--- src/rtl/sync_fifo_flags.sv ---
// Single-clock FIFO with registered occupancy, programmable almost flags,
// sticky overflow/underflow errors and selectable standard/FWFT read mode.
module sync_fifo_flags #(
    parameter int DATA_WIDTH = 8,
    parameter int ADDR_WIDTH = 4,
    parameter int AF_THRESH  = 14,
    parameter int AE_THRESH  = 2,
    parameter int FWFT       = 0
) (
    input  logic                  CLK,
    input  logic                  RSTn,
    input  logic                  write,
    input  logic                  read,
    input  logic [DATA_WIDTH-1:0] wdata,
    input  logic                  clr_err,
    output logic [DATA_WIDTH-1:0] rdata,
    output logic                  full,
    output logic                  empty,
    output logic                  almost_full,
    output logic                  almost_empty,
    output logic [ADDR_WIDTH:0]   count,
    output logic                  overflow,
    output logic                  underflow
);

    localparam int DEPTH = 2 ** ADDR_WIDTH;
    localparam logic [ADDR_WIDTH:0] DEPTH_L = (ADDR_WIDTH + 1)'(DEPTH);
    localparam logic [ADDR_WIDTH:0] AF_L    = (ADDR_WIDTH + 1)'(AF_THRESH);
    localparam logic [ADDR_WIDTH:0] AE_L    = (ADDR_WIDTH + 1)'(AE_THRESH);

    logic [DATA_WIDTH-1:0] mem [DEPTH];
    logic [ADDR_WIDTH:0]   wptr;
    logic [ADDR_WIDTH:0]   rptr;
    logic [ADDR_WIDTH:0]   count_nxt;
    logic                  rd_ok;
    logic                  wr_ok;

    // Accept decisions use the registered flags from before the edge; a full
    // FIFO still takes a write when a read frees a slot in the same cycle.
    always_comb begin
        // NOTE: every always_comb output gets a default first so no path can infer a latch.
        rd_ok     = read & ~empty;
        wr_ok     = write & (~full | rd_ok);
        count_nxt = count;
        case ({wr_ok, rd_ok})
            2'b10:   count_nxt = count + 1'b1;
            2'b01:   count_nxt = count - 1'b1;
            default: count_nxt = count;
        endcase
    end

    always_ff @(posedge CLK) begin
        // NOTE: sequential state uses non-blocking assignments so every register samples pre-edge values.
        if (!RSTn) begin
            wptr         <= '0;
            rptr         <= '0;
            count        <= '0;
            full         <= 1'b0;
            empty        <= 1'b1;
            almost_full  <= 1'b0;
            almost_empty <= 1'b1;
            overflow     <= 1'b0;
            underflow    <= 1'b0;
        end else begin
            if (wr_ok) wptr <= wptr + 1'b1;
            if (rd_ok) rptr <= rptr + 1'b1;
            count        <= count_nxt;
            full         <= (count_nxt == DEPTH_L);
            empty        <= (count_nxt == '0);
            almost_full  <= (count_nxt >= AF_L);
            almost_empty <= (count_nxt <= AE_L);
            // A fresh error wins over a clear arriving in the same cycle.
            overflow     <= (write & ~wr_ok) | (overflow & ~clr_err);
            underflow    <= (read & empty) | (underflow & ~clr_err);
        end
    end

    // NOTE: storage is deliberately left out of reset so it can map onto RAM; stale words are unreachable once the pointers are cleared.
    always_ff @(posedge CLK) begin
        if (RSTn && wr_ok) mem[wptr[ADDR_WIDTH-1:0]] <= wdata;
    end

    generate
        if (FWFT != 0) begin : g_fwft
            // Head entry is presented directly; masked to zero while empty.
            assign rdata = empty ? '0 : mem[rptr[ADDR_WIDTH-1:0]];
        end else begin : g_std
            logic [DATA_WIDTH-1:0] rdata_q;

            always_ff @(posedge CLK) begin
                if (!RSTn)      rdata_q <= '0;
                else if (rd_ok) rdata_q <= mem[rptr[ADDR_WIDTH-1:0]];
            end

            assign rdata = rdata_q;
        end
    endgenerate

endmodule

--- config.mk ---
export PLATFORM = sky130hd
export DESIGN_NAME = sync_fifo_flags
export DESIGN_NICKNAME = d
export VERILOG_FILES = /design/src/rtl/sync_fifo_flags.sv
export SDC_FILE = /design/constraint.sdc
export NUM_CORES = 1
export LEC_CHECK = 0
export CAP_MARGIN = 20
export CELL_PAD_IN_SITES_DETAIL_PLACEMENT = 1
export CELL_PAD_IN_SITES_GLOBAL_PLACEMENT = 2
export CORE_ASPECT_RATIO = 0.7
export CORE_MARGIN = 1.5
export CORE_UTILIZATION = 25
export CTS_CLUSTER_SIZE = 20
export DETAILED_ROUTE_END_ITERATION = 8
export GPL_TIMING_DRIVEN = 0
export PLACE_DENSITY = 0.49
export SLEW_MARGIN = 30
export SYNTH_ARGS = -nofsm -noshare
export SYNTH_HDL_FRONTEND = slang
export SYNTH_SLANG_ARGS = --single-unit
--- constraint.sdc ---
create_clock -name CLK -period 7.1 [get_ports CLK]
set_input_delay 0.71 -clock CLK [delete_from_list [all_inputs] [get_ports CLK]]
set_output_delay 0.71 -clock CLK [all_outputs]
set_load 0.01 [all_outputs]
==> results of run 1 <==
-- kinds of logic (layout without fill, tap and decap cells) --
group	Yosys count	count (layout)	share of synthesized area [%]
AO/OA/AOI/OAI	52	52	6.36
XOR/XNOR	9	9	1.28
adder cells (fa/ha/maj)	8	8	1.62
buffers and inverters	28	91	2.01
flip-flops	155	155	71.0
multiplexers	36	36	12.4
AND/OR/NAND/NOR	65	65	5.39
-- power by group through the flow --
stage	clock (mW)	combinational (mW)	sequential (mW)
floorplan	0	0.169	1.05
detailed placement	0	0.288	1.05
finish	0.862	0.283	1.03
global route	0.923	0.310	1.03
CTS	0.887	0.289	1.03
global placement	0	0.285	1.05
-- cell usage in the layout, fill, tap and decap left out, types with 3 or more instances in the layout --
| cell type | netlist | final |
|---|---|---|
| xnor2_1 | 3 | 3 |
| clkdlybuf4s50_1 | 0 | 31 |
| edfxtp_1 | 128 | 128 |
| nor2b_1 | 3 | 3 |
| mux4_2 | 32 | 32 |
| clkbuf_1 | 11 | 21 |
| dfxtp_1 | 27 | 27 |
| buf_2 | 6 | 6 |
| nand2b_1 | 3 | 3 |
| inv_1 | 8 | 8 |
| ha_1 | 8 | 8 |
| xor2_1 | 6 | 6 |
| and2_1 | 4 | 4 |
| nor3_2 | 0 | 4 |
| nand2_1 | 8 | 8 |
| nand3_1 | 5 | 5 |
| a22oi_1 | 17 | 17 |
| clkbuf_16 | 0 | 18 |
| a31o_1 | 8 | 8 |
| a21oi_1 | 11 | 11 |
| nor2_1 | 27 | 25 |
-- state kept, by name, summed over array words and instances, names as in the netlist --
signal,cells
almost_full,1
underflow,1
full,1
almost_empty,1
wptr,4
rdata,8
mem,128
count,5
rptr,4
overflow,1
empty,1
-- worst paths after layout --
check | startpoint | endpoint | slack (ns) | depth (start not counted)
max | read | full | 2.99 | 13
min | rdata[5] | rdata[5] | 0.48 | 1
max reg2reg | empty | full | 3.35 | 12
min reg2reg | rdata[5] | rdata[5] | 0.48 | 1
-- worst reg2reg max path: cells and delay by family (launching register included) --
family                   cells  cell delay (ns)
AND/OR/NAND/NOR              3             0.61
AO/OA/AOI/OAI                2             0.91
flip-flops                   1             0.32
XOR/XNOR                     2             0.59
buffers and inverters        2             0.40
multiplexers                 1             0.33
adder cells (fa/ha/maj)      2             0.54
-- metal layers --
metal  GRT usage [%]  vias to the layer above  part of all wire, %
met3            3.20                        9                  3.4
met4            4.07                        0                 0.87
met5               0                        -                    0
met1            18.8                     1726                   52
li1                -                     1501                    -
met2            18.2                       32                   44
-- metrics by stage --
step	util, %	area, um^2
2_1_floorplan	-	6180
3_3_place_gp	28.8	6880
3_5_place_dp	28.8	6900
4_1_cts	31.1	7450
5_1_grt	31.2	7460
6_report	31.2	7460
-- area by class of cell --
cell class / count / area, um^2 / area share [%]
Sequential cell: 155 / 4380 / 58.8
Multi-Input combinational cell: 170 / 1690 / 22.7
Clock buffer: 30 / 515 / 6.91
Tap cell: 318 / 398 / 5.33
Timing Repair Buffer: 31 / 310 / 4.16
Buffer: 20 / 93.8 / 1.26
Clock inverter: 2 / 35.0 / 0.470
Inverter: 8 / 30.0 / 0.403
==> results.yml, run 1 <==
synth:
  synth_top_cell_area_share_pct: 62.2
  synth_ff_type: "edfxtp_1"
  synth_top_area_cell: "edfxtp_1"
  synth_area_leaders: "edfxtp_1 62%, mux4_2 12%, dfxtp_1 8.8%"
  yosysUniqueCellTypes: 48
  syn_inst: 353
  ys_seq_elements: 155
  syn_area_per_cell_um2: 17.5
  yosys-top-cells-count: "128 x edfxtp_1, 32 x mux4_2, 27 x dfxtp_1, 27 x nor2_1, 17 x a22oi_1"
  ys_seq_area_share_pct: 71.0
  synth-warning-count: 0
  synthArstFlopShare_pct: 0
  synth_most_common_cell: "edfxtp_1"
  synth_area_um2: 6180
  syn_nets: 374
  synth_edf_count: 128
clock_network:
  worstSkewPairLatency_ns: 0.43
  cts_buffer_depth: 2
  cts_resized: 0
  h-tree-depth: 4
  clkTransAtPathRegs_ns: 0.06
  cts_setup_buffers: 0
  cts_tree: "yes"
  cts_sinks: 155
  cts-root-buf: "clkbuf_16"
  cts_buffers: 17
  cts_hold_buf: 0
worst_setup_path:
  critPathTopFamily: "compound AO/OA/AOI/OAI gates"
  slowest_delay_ns: 0.69
  critical_path_class: "input port to register"
  crit_fanout: 10
  worstPathArrival_ns: 4.46
  cp_data_required_time_ns: 7.45
  cp-start-kind: "input port"
  cp_cell_sequence: "clkdlybuf4s50_1, nand2b_1, a21boi_1, inv_1, ha_1, buf_2, xor2_1, ha_1, mux2_1, and3_1, a211oi_2, xor2_1, nor3b_2"
  cp-end-kind: "register"
  timing.critical_path.slowest_stage_cell: "a21boi_1"
  crit_buf_inv: 3
placed_design:
  dpl.cell_count: 702
  hpwl_um: 10500
  gp_congestion: 0.694
  port_buffers: 31
  dp_slack_ns: 2.54
timing:
  maxSlewHeadroom_pct: 35.9
  rsz0062_at_grt: "no"
  finalCriticalPeriod_ns: 4.11
  tightest_slew_ns: 0.958
  setup_violations: 0
  timing.final.ws_setup_ns: 2.99
  skew_ns: 0.0149
  hold_ws_ns: 0.478
  fmax_ghz: 0.243
  hold_violations: 0
  fin_crit_sh_pct: 57.9
  maxSlewViolCount: 0
  setup_tns_ns: 0
global_routing:
  grt_first_pass_wirelength_um: 22900
  grt_overflow: 0
  antenna_found_initial: 0
  grt_pass1_vias: 3539
  grt_max_degree: 17
  grt_usage_pct: 12.7
power:
  irDropWorstVdd_mv: 0.169
  p_int_mw: 1.67
  clkPwrFrac_pct: 39.7
  pwr-share-seq_pct: 47.3
  power_mw: 2.17
  power_switching_mw: 0.508
  swShare_pct: 23.4
  pwr-share-comb_pct: 13.0
  power.density_nw_per_um2: 291
  power.leakage_nw: 2.38
route:
  wl_per_cell_um: 20.6
  first_pass_iters: 4
  drt_iter0_markers: 237
  routed_via_density: 4.45
  ant_nets: 0
  vias: 3268
  drc: 0
  routed_wl_um: 15100
floorplanning:
  die_w_um: 191
  die_h_um: 135
  dieArea_um2: 25700
  io-pin-count: 32
  rows: 47
  coreArea_um2: 23900
  initial_utilization_pct: 25.8
final_layout:
  final_cells: 734
  nFillCells: 2457
  diodes: 0
  synthToLayoutAreaGrowth_pct: 20.8
  fin_nets: 424
  drive_gt1_share_pct: 18.8
flow_run:
  drv_cap: 0
min_path:
  min_path_type: "register to register"
run_status:
  status: "finished, final reports clean"
(Power assumes the default switching activity.)
==> run 2, diff against run 1 <==
==> constraint.sdc (replaced) <==
create_clock -name CLK -period 4.25 [get_ports CLK]
set_input_delay 0.425 -clock CLK [delete_from_list [all_inputs] [get_ports CLK]]
set_output_delay 0.425 -clock CLK [all_outputs]
set_load 0.01 [all_outputs]
==> results of run 2 <==
The final DEF is identical to that of run 1. Status: finished, final reports clean.
Among the figures that moved: setup slack after placement 2.54 ns -> -0.0277 ns; setup slack after layout 2.99 ns -> 0.426 ns; register-to-register setup slack 3.35 ns -> 0.50 ns; total power 2.17 mW -> 3.63 mW; worst IR drop on VDD 0.169 mV -> 0.282 mV
==> run 3, diff against run 2 <==
--- a/config.mk
+++ b/config.mk
@@ -13,7 +13,6 @@
 export CORE_UTILIZATION = 25
 export CTS_CLUSTER_SIZE = 20
 export DETAILED_ROUTE_END_ITERATION = 8
-export GPL_TIMING_DRIVEN = 0
 export PLACE_DENSITY = 0.49
 export SLEW_MARGIN = 30
 export SYNTH_ARGS = -nofsm -noshare
==> results.yml, run 3 (same netlist as run 1, synthesis figures left out) <==
power:
  power_switching_mw: 0.934
  pwr-share-comb_pct: 12.2
  swShare_pct: 24.9
  power.leakage_nw: 2.38
  pwr-share-seq_pct: 46.0
  power.density_nw_per_um2: 502
  p_int_mw: 2.82
  irDropWorstVdd_mv: 0.224
  clkPwrFrac_pct: 41.8
route:
  first_pass_iters: 4
  wl_per_cell_um: 21.7
  drt_iter0_markers: 204
  routed_via_density: 4.52
  vias: 3268
  routed_wl_um: 15700
  drc: 0
  ant_nets: 0
worst_setup_path:
  cp_data_required_time_ns: 4.62
  cp-startpoint: "read"
  cp-end-kind: "register"
  crit_fanout: 12
  r2r_cells: 11
  rrSetupSlack_ns: 1.08
  critical_path_class: "input port to register"
  crit-reg2reg-launch: "empty"
  crit-reg2reg-capture: "full"
  endpoint: "full"
  worstPathArrival_ns: 3.59
  cp-start-kind: "input port"
clock_network:
  cts_resized: 0
  clkTransAtPathRegs_ns: 0.07
  cts_setup_buffers: 0
  worstSkewPairLatency_ns: 0.43
  cts_buffers: 17
  cts_tree: "yes"
  cts-root-buf: "clkbuf_16"
  cts_hold_buf: 0
  cts_buffer_depth: 2
  h-tree-depth: 4
  cts_sinks: 155
placed_design:
  hpwl_um: 10400
  gp_congestion: 0.704
  dp_slack_ns: 0.587
  port_buffers: 31
global_routing:
  grt_first_pass_wirelength_um: 23700
  grtUsageMet1_pct: 19.2
  grt_overflow: 0
  grt_usage_pct: 13.1
  antenna_found_initial: 0
  grt_pass1_vias: 3512
  grt_max_degree: 36
  grtUsageMet2_pct: 19.4
  top_usage_layer: "met2"
  grtUsageMet3_pct: 2.73
final_layout:
  synthToLayoutAreaGrowth_pct: 20.9
  diodes: 0
  final_cell_mix: "128 x edfxtp_1, 32 x mux4_2, 31 x clkdlybuf4s50_1"
  nFillCells: 2434
  final_common_cell: "edfxtp_1"
  fin_nets: 413
  drive_gt1_share_pct: 21.0
  largest_register_ff_count: 128
timing:
  setup_tns_ns: 0
  timing.final.ws_setup_ns: 1.02
  rsz0062_at_grt: "no"
  hold_ws_ns: 0.502
  setup_violations: 0
  maxSlewViolCount: 0
  finalCriticalPeriod_ns: 3.23
  hold_violations: 0
  fin_crit_sh_pct: 75.9
  skew_ns: 0.0138
  maxSlewHeadroom_pct: 36.0
  fmax_ghz: 0.310
  tightest_slew_ns: 0.956
floorplanning:
  dieArea_um2: 25700
  rows: 47
  io-pin-count: 32
  die_w_um: 191
  die_h_um: 135
  coreArea_um2: 23900
  initial_utilization_pct: 25.8
min_path:
  min_path_type: "register to register"
run_status:
  status: "finished, final reports clean"
flow_run:
  drv_cap: 0
run 3: worst min-delay path by stage:
stage | from | end | slack (ns) | cells past startpoint
floorplan | overflow | overflow | 0.52 | 2
global placement | rdata[4] | rdata[4] | 0.49 | 1
detailed placement | overflow | overflow | 0.49 | 2
CTS | overflow | overflow | 0.51 | 2
global route | rdata[5] | rdata[5] | 0.53 | 1
finish | overflow | overflow | 0.50 | 2
run 3: routing by layer:
metal	vias to the layer above	routed length (um)
met4	0	157
li1	1472	-
met1	1739	7880
met5	-	0
met3	11	560
met2	46	7050
run 3: through the flow:
| step | power [mW] | instances | area (um^2) | utilization [%] |
|---|---|---|---|---|
| floorplan | 2.04 | 353 | 6180 | - |
| global placement | 2.22 | 691 | 6860 | 28.7 |
| detailed placement | 2.23 | 691 | 6860 | 28.7 |
| CTS | 3.80 | 723 | 7460 | 31.2 |
| global route | 3.89 | 723 | 7470 | 31.2 |
| finish | 3.75 | 723 | 7470 | 31.2 |
run 3: final cells by class:
cell class                 count  area (um^2)  area share [%]
clock buffer                  19          453            6.07
multi-input combinational    170         1670            22.4
inverter                       8         30.0           0.402
clock inverter                13          153            2.04
tap                          318          398            5.33
timing repair buffer          40          378            5.06
sequential                   155         4390            58.7
run 3: critical path, stage by stage:
cell             delay (ns)
clkdlybuf4s50_1        0.48
nand2b_1               0.08
buf_4                  0.18
inv_1                  0.20
ha_1                   0.45
xor2_1                 0.20
ha_1                   0.24
mux2_1                 0.34
and3_1                 0.19
a211oi_2               0.23
xor2_1                 0.35
nor3b_2                0.22
run 3: power groups by stage:
stage                     sequential [mW]  combinational, mW  clock [mW]
after global routing                 1.73              0.503        1.65
after detailed placement             1.76              0.467           0
after global placement               1.76              0.459           0
after CTS                            1.73              0.469        1.61
after floorplan                      1.75              0.282           0
final                                1.73              0.457        1.57
